[src/rtl/player_multishot.sv]
// player_multishot: ship column plus a pool of independent player bullets.
// Includes fire cooldown, per-slot hit clearing and saturating movement.
module player_multishot #(
    parameter int X_WIDTH        = 5,
    parameter int Y_WIDTH        = 4,
    parameter int X_MAX          = 19,
    parameter int SHIP_X_RESET   = 9,
    parameter int Y_START        = 14,
    parameter int NUM_BULLETS    = 3,
    parameter int STEP_TICKS     = 1250000,
    parameter int COOLDOWN_TICKS = 5000000
) (
    input  logic                           i_clk_25MHz,
    input  logic                           i_reset_n,
    input  logic                           i_left,
    input  logic                           i_right,
    input  logic                           i_shoot,
    input  logic [NUM_BULLETS-1:0]         i_hit,
    output logic [X_WIDTH-1:0]             o_ship_x,
    output logic [NUM_BULLETS*X_WIDTH-1:0] o_bullet_x,
    output logic [NUM_BULLETS*Y_WIDTH-1:0] o_bullet_y,
    output logic [NUM_BULLETS-1:0]         o_bullet_active,
    output logic                           o_fire
);
    localparam int STEP_W  = STEP_TICKS > 1 ? $clog2(STEP_TICKS) : 1;
    localparam int CD_W    = COOLDOWN_TICKS > 1 ? $clog2(COOLDOWN_TICKS) : 1;
    localparam int CD_LOAD = COOLDOWN_TICKS > 0 ? COOLDOWN_TICKS - 1 : 0;

    logic [X_WIDTH-1:0]                    ship_q, ship_d;
    logic [NUM_BULLETS-1:0][X_WIDTH-1:0]   bx_q, bx_d;
    logic [NUM_BULLETS-1:0][Y_WIDTH-1:0]   by_q, by_d;
    logic [NUM_BULLETS-1:0]                act_q, act_d, alloc;
    logic [STEP_W-1:0]                     step_q, step_d;
    logic [CD_W-1:0]                       cd_q, cd_d;
    logic                                  fire_q, fire_d, step, accept;

    always_comb begin
        step   = step_q == STEP_W'(STEP_TICKS - 1);
        step_d = step ? '0 : step_q + 1'b1;
        // isolates the lowest clear bit of the registered active mask
        alloc  = ~act_q & (act_q + NUM_BULLETS'(1));
        accept = i_shoot && cd_q == '0 && !(&act_q);
        fire_d = accept;
        cd_d   = accept ? CD_W'(CD_LOAD) : (cd_q != '0 ? cd_q - 1'b1 : cd_q);
        ship_d = ship_q;
        if (i_left && !i_right && ship_q != '0)
            ship_d = ship_q - 1'b1;
        else if (i_right && !i_left && ship_q < X_WIDTH'(X_MAX))
            ship_d = ship_q + 1'b1;
        act_d = act_q;
        bx_d  = bx_q;
        by_d  = by_q;
        for (int k = 0; k < NUM_BULLETS; k++) begin
            if (i_hit[k] && act_q[k]) begin
                act_d[k] = 1'b0;
                bx_d[k]  = '0;
                by_d[k]  = '0;
            end else if (accept && alloc[k]) begin
                act_d[k] = 1'b1;
                bx_d[k]  = ship_q;
                by_d[k]  = Y_WIDTH'(Y_START);
            end else if (act_q[k] && step) begin
                act_d[k] = by_q[k] != '0;
                bx_d[k]  = by_q[k] != '0 ? bx_q[k] : '0;
                by_d[k]  = by_q[k] != '0 ? by_q[k] - 1'b1 : '0;
            end
        end
    end

    always_ff @(posedge i_clk_25MHz or negedge i_reset_n) begin
        if (!i_reset_n) begin
            ship_q <= X_WIDTH'(SHIP_X_RESET);
            bx_q   <= '0;
            by_q   <= '0;
            act_q  <= '0;
            step_q <= '0;
            cd_q   <= '0;
            fire_q <= 1'b0;
        end else begin
            ship_q <= ship_d;
            bx_q   <= bx_d;
            by_q   <= by_d;
            act_q  <= act_d;
            step_q <= step_d;
            cd_q   <= cd_d;
            fire_q <= fire_d;
        end
    end

    assign o_ship_x        = ship_q;
    assign o_bullet_x      = bx_q;
    assign o_bullet_y      = by_q;
    assign o_bullet_active = act_q;
    assign o_fire          = fire_q;
endmodule

[config.mk]
export PLATFORM = sky130hd
export DESIGN_NAME = player_multishot
export DESIGN_NICKNAME = d
export VERILOG_FILES = /design/src/rtl/player_multishot.sv
export SDC_FILE = /design/constraint.sdc
export NUM_CORES = 1
export LEC_CHECK = 0
export BUFFER_PORTS_ARGS = -buffer_cell sky130_fd_sc_hd__buf_2
export CAP_MARGIN = 10
export CORE_MARGIN = 2
export CORE_UTILIZATION = 58
export DETAILED_ROUTE_END_ITERATION = 10
export PLACE_DENSITY = 0.79
export SLEW_MARGIN = 20
export SYNTH_ARGS = -nofsm -noshare
export SYNTH_HDL_FRONTEND = slang
export SYNTH_SLANG_ARGS = --single-unit
export TNS_END_PERCENT = 5
[constraint.sdc]
create_clock -name i_clk_25MHz -period 3.14 [get_ports i_clk_25MHz]
set_input_delay 0.471 -clock i_clk_25MHz [delete_from_list [all_inputs] [get_ports i_clk_25MHz]]
set_output_delay 0.471 -clock i_clk_25MHz [all_outputs]
set_load 0.03 [all_outputs]
==> summary by stage <==
Logic synthesis
Yosys printed 0 warnings. The sequential cell area fraction in the yosys report is 49.7%. Yosys mapped a number of flops with a built-in enable equal to 0. The proportion of synthesized flip-flops having asynchronous set or reset is 100%.

The net count after synthesis is 409. The mean post-synth cell area is 10.2 sq um. The dominant register cell in the synthesized netlist is sky130_fd_sc_hd__dfrtp_1. After technology mapping, the gate count stands at 395. Yosys mapped the design onto 51 distinct sky130hd cell types.

The synthesized area is 0.00403 sq mm. The number of synthesized register bits is 80.

Setup path
The number of buffers and inverters on the critical path is 0. The sort of element at the start of the critical path is a flip-flop. The kind of cell adding the most delay to the critical path is simple AND/OR/NAND/NOR gates.

The endpoint arrival time on the critical path is 2930 ps. The critical path goes through or4_4, or4_4, or4_4, mux2i_1, o2bb2ai_1. The nature of the critical path endpoint is a flip-flop. The number of cells on the critical path is 5. The maximum fanout along the worst path is 10.

For the worst setup path, the data required time is 3380 ps. The worst reg2reg path depth is 5. Among all stages on the critical path, the largest delay is contributed by sky130_fd_sc_hd__or4_4. The type of the worst setup path is flip-flop to flip-flop. For this run, the slowest stage of the critical path takes 620 ps.

By instance count, the cell type seen most on the critical path is sky130_fd_sc_hd__or4_4.

Global route
The initial antenna violation count was 0. The global routing usage on met3 is 5.78%. The most crowded layer after global routing is met2. In the global route stage, met1 resource usage came out at 34.0%.

The first global-routing pass estimated 14700 microns of wire. The total track usage is 24.7%. The total congestion overflow after global routing is 0.

The largest net degree at the start of global routing is 81. The via count of the first global-routing pass is 3163. Global routing consumed, on the met2 layer, 37.3% of the routing resources.

Detailed routing
The routed wire length per instance is 16.6 microns. Summed over all layers, the routed wires come to 8710 microns. The number of remaining DRC errors is 0. The total vias in the final route is 3216.

Dividing the detail-routed via count by the number of cells gives 6.14. The number of routed nets with antenna violations is 0. The first detailed-routing pass took 4 iterations. The detailed router finished its first iteration with 279 violations.

Final layout
Cells fill 67.8% of the core in the end. The most common cell after layout, fill and taps aside is sky130_fd_sc_hd__dfrtp_1. The final layout contains 453 nets. The repair_antennas step left the layout with diodes totalling 0. From synthesis to final layout, the design area changed by 13.7%. The fraction of final layout cells sized beyond drive strength 1 is 17.3%. In the layout the commonest cells are sky130_fd_sc_hd__dfrtp_1 (78), sky130_fd_sc_hd__buf_2 (42), sky130_fd_sc_hd__nor2_1 (36), sky130_fd_sc_hd__a21oi_1 (19), sky130_fd_sc_hd__nand2_1 (19).

Place
OpenSTA, run right after detailed placement, puts the worst setup slack at 476 ps. The detailed placement HPWL is 5900 microns. Buffers placed on the I/O ports in this run total 43. The weighted congestion at the end of routability-driven global placement is 0.827.

Power
In this run, flip-flops and latches consume 47.3% of the power. The switching power total is 858 uW. Summed over all cells, the static leakage comes to 2.19 nW. The share of total power dissipated in combinational logic is 17.5%. The share of total power in the clock network is 35.2%. The worst voltage drop across the vdd grid is 0.000477 V.

The fraction of power spent switching nets is 30.2%. For this design the ratio of total power to cell area is 620 mW/mm^2. Internal power comes to 1.98 mW.

Floorplanning
The die extent in x is 87.4 microns. The region available for standard cell placement spans 0.00676 sq mm. The effective utilization at floorplan is 59.7%. The die is 87.4 microns tall. The number of placed I/O pins is 44.

The number of core rows is 30. The area of the die is 0.00763 sq mm.

Timing
The number of max-slew violations in the final report was 0. In the finished design, the share of the clock period the worst path needs comes to 85.6%. Subtracting the final worst setup slack from the clock period gives 2690 ps. At the pin with the least slew margin, the transition time is 707 ps.

Once routing completed, OpenROAD measured the worst setup slack at 453 ps. Measured against its own limit, the worst slew margin works out to 52.9%. The hold violation count in the final report is 0. The achievable clock frequency is 0.372 GHz. Setup repair after global routing left no endpoint under its margin. The final setup TNS is 0 ps.

The clock arrives with 8.64 ps of skew. The number of failing setup endpoints in the final timing report is 0.

Job
The max-capacitance violation count is 0.

Outcome
The flow ran to the end, and the final reports show no timing, DRC or antenna violations.

Clock tree
The cell at the root of the clock tree is sky130_fd_sc_hd__clkbuf_8. In this run, post-CTS hold repair placed 0 buffers. The clock buffer count from CTS is 9. The clock-pin slew of the registers on the worst-case setup and hold paths is 90 ps. The clock tree synthesis step divided the H-tree into 3 levels. TritonCTS built the clock tree. The maximum number of buffers from clock root to sink is 2. The source-to-sink clock delay at the later pin of the worst-skew pair is 360 ps.

In this run, post-CTS repair resized a total of 0 instances. The setup fix buffers added after clock tree synthesis is 0. Clock tree synthesis found a total of 80 sinks.

Worst hold path
The worst hold path class is primary input to asynchronous set/reset pin.
## layout make-up
| type | instances | area [sq um] |
|---|---|---|
| fillers | 556 | 2170 |
| flip-flops and latches | 80 | 2000 |
| multi-input cells | 289 | 1910 |
| repair buffers | 47 | 251 |
| clock inverters | 7 | 144 |
| clock buffers | 9 | 124 |
| well taps | 80 | 100 |
| inverters | 12 | 45.0 |
## final timing paths
check                           from             end  slack (ps)
max                         cd_q[10]  o_bullet_x[10]         450
min                        i_reset_n         cd_q[6]         140
max reg2reg                 cd_q[10]  o_bullet_x[10]         450
min reg2reg                step_q[0]       step_q[0]         490
max in group asynchronous  i_reset_n        cd_q[14]        2520
min in group i_clk_25MHz    i_hit[2]   o_bullet_y[9]         350
## flip-flops by register name, summed over array words and instances, names as in the netlist
register         flops
cd_q                23
step_q              21
o_bullet_x          15
o_bullet_y          12
o_ship_x             5
o_bullet_active      3
o_fire               1
## layer usage
| layer | wire, microns | vias up | part of all wire, % |
|---|---|---|---|
| met3 | 454 | 12 | 5.2 |
| met2 | 4130 | 100 | 47 |
| met1 | 4000 | 1563 | 46 |
| li1 | - | 1541 | - |
| met4 | 130 | 0 | 1.5 |
| met5 | 0 | - | 0 |
## kinds of logic (layout without fill, tap and decap cells)
kind of cell | after synthesis | in the layout | synth area share [%]
multiplexers | 17 | 17 | 4.31
XOR/XNOR | 31 | 31 | 6.73
flip-flops | 80 | 80 | 49.7
AND/OR/NAND/NOR | 157 | 157 | 21.0
AO/OA/AOI/OAI | 78 | 78 | 13.3
adder cells (fa/ha/maj) | 6 | 6 | 2.05
buffers and inverters | 26 | 75 | 2.82
## per-stage QoR
stage	area (sq um)	power [mW]	hold WS (ps)	instances
floorplan	4030	1.70	175	395
global placement	4310	1.83	474	508
detailed placement	4310	1.86	480	508
CTS	4580	2.85	309	524
global route	4580	2.99	201	524
finish	4580	2.84	139	524
## power by group through the flow
| stage | combinational, mW | sequential (mW) | clock, mW |
|---|---|---|---|
| 6_report | 0.497 | 1.34 | 1.00 |
| 5_1_grt | 0.554 | 1.37 | 1.06 |
| 4_1_cts | 0.501 | 1.34 | 1.01 |
| 3_5_place_dp | 0.500 | 1.36 | 0 |
| 3_3_place_gp | 0.480 | 1.35 | 0 |
| 2_1_floorplan | 0.327 | 1.37 | 0 |
## synthesized netlist by cell type (5+ instances only)
library cell                 n  area share (%)
sky130_fd_sc_hd__clkbuf_1   11             1.0
sky130_fd_sc_hd__nor2_1     36             3.4
sky130_fd_sc_hd__o21ai_0    12             1.5
sky130_fd_sc_hd__nor3_1     18             2.2
sky130_fd_sc_hd__dfrtp_1    78              48
sky130_fd_sc_hd__a21o_1      8             1.5
sky130_fd_sc_hd__nand2_1    19             1.8
sky130_fd_sc_hd__o2bb2ai_1  10             2.2
sky130_fd_sc_hd__or3_1      10             1.6
sky130_fd_sc_hd__a22o_1      5             1.1
sky130_fd_sc_hd__xor2_1     14             3.0
sky130_fd_sc_hd__nand2b_1    7             1.1
sky130_fd_sc_hd__nor4_1     13             2.0
sky130_fd_sc_hd__nand3_1    16             2.0
sky130_fd_sc_hd__inv_1      12             1.1
sky130_fd_sc_hd__xnor2_1    17             3.7
sky130_fd_sc_hd__and3_1      9             1.4
sky130_fd_sc_hd__mux2i_1    14             3.5
sky130_fd_sc_hd__a21oi_1    19             2.4
sky130_fd_sc_hd__nand4_1     7             1.1
sky130_fd_sc_hd__ha_1        5             1.6
No activity file was read; power rests on OpenSTA's default activity.
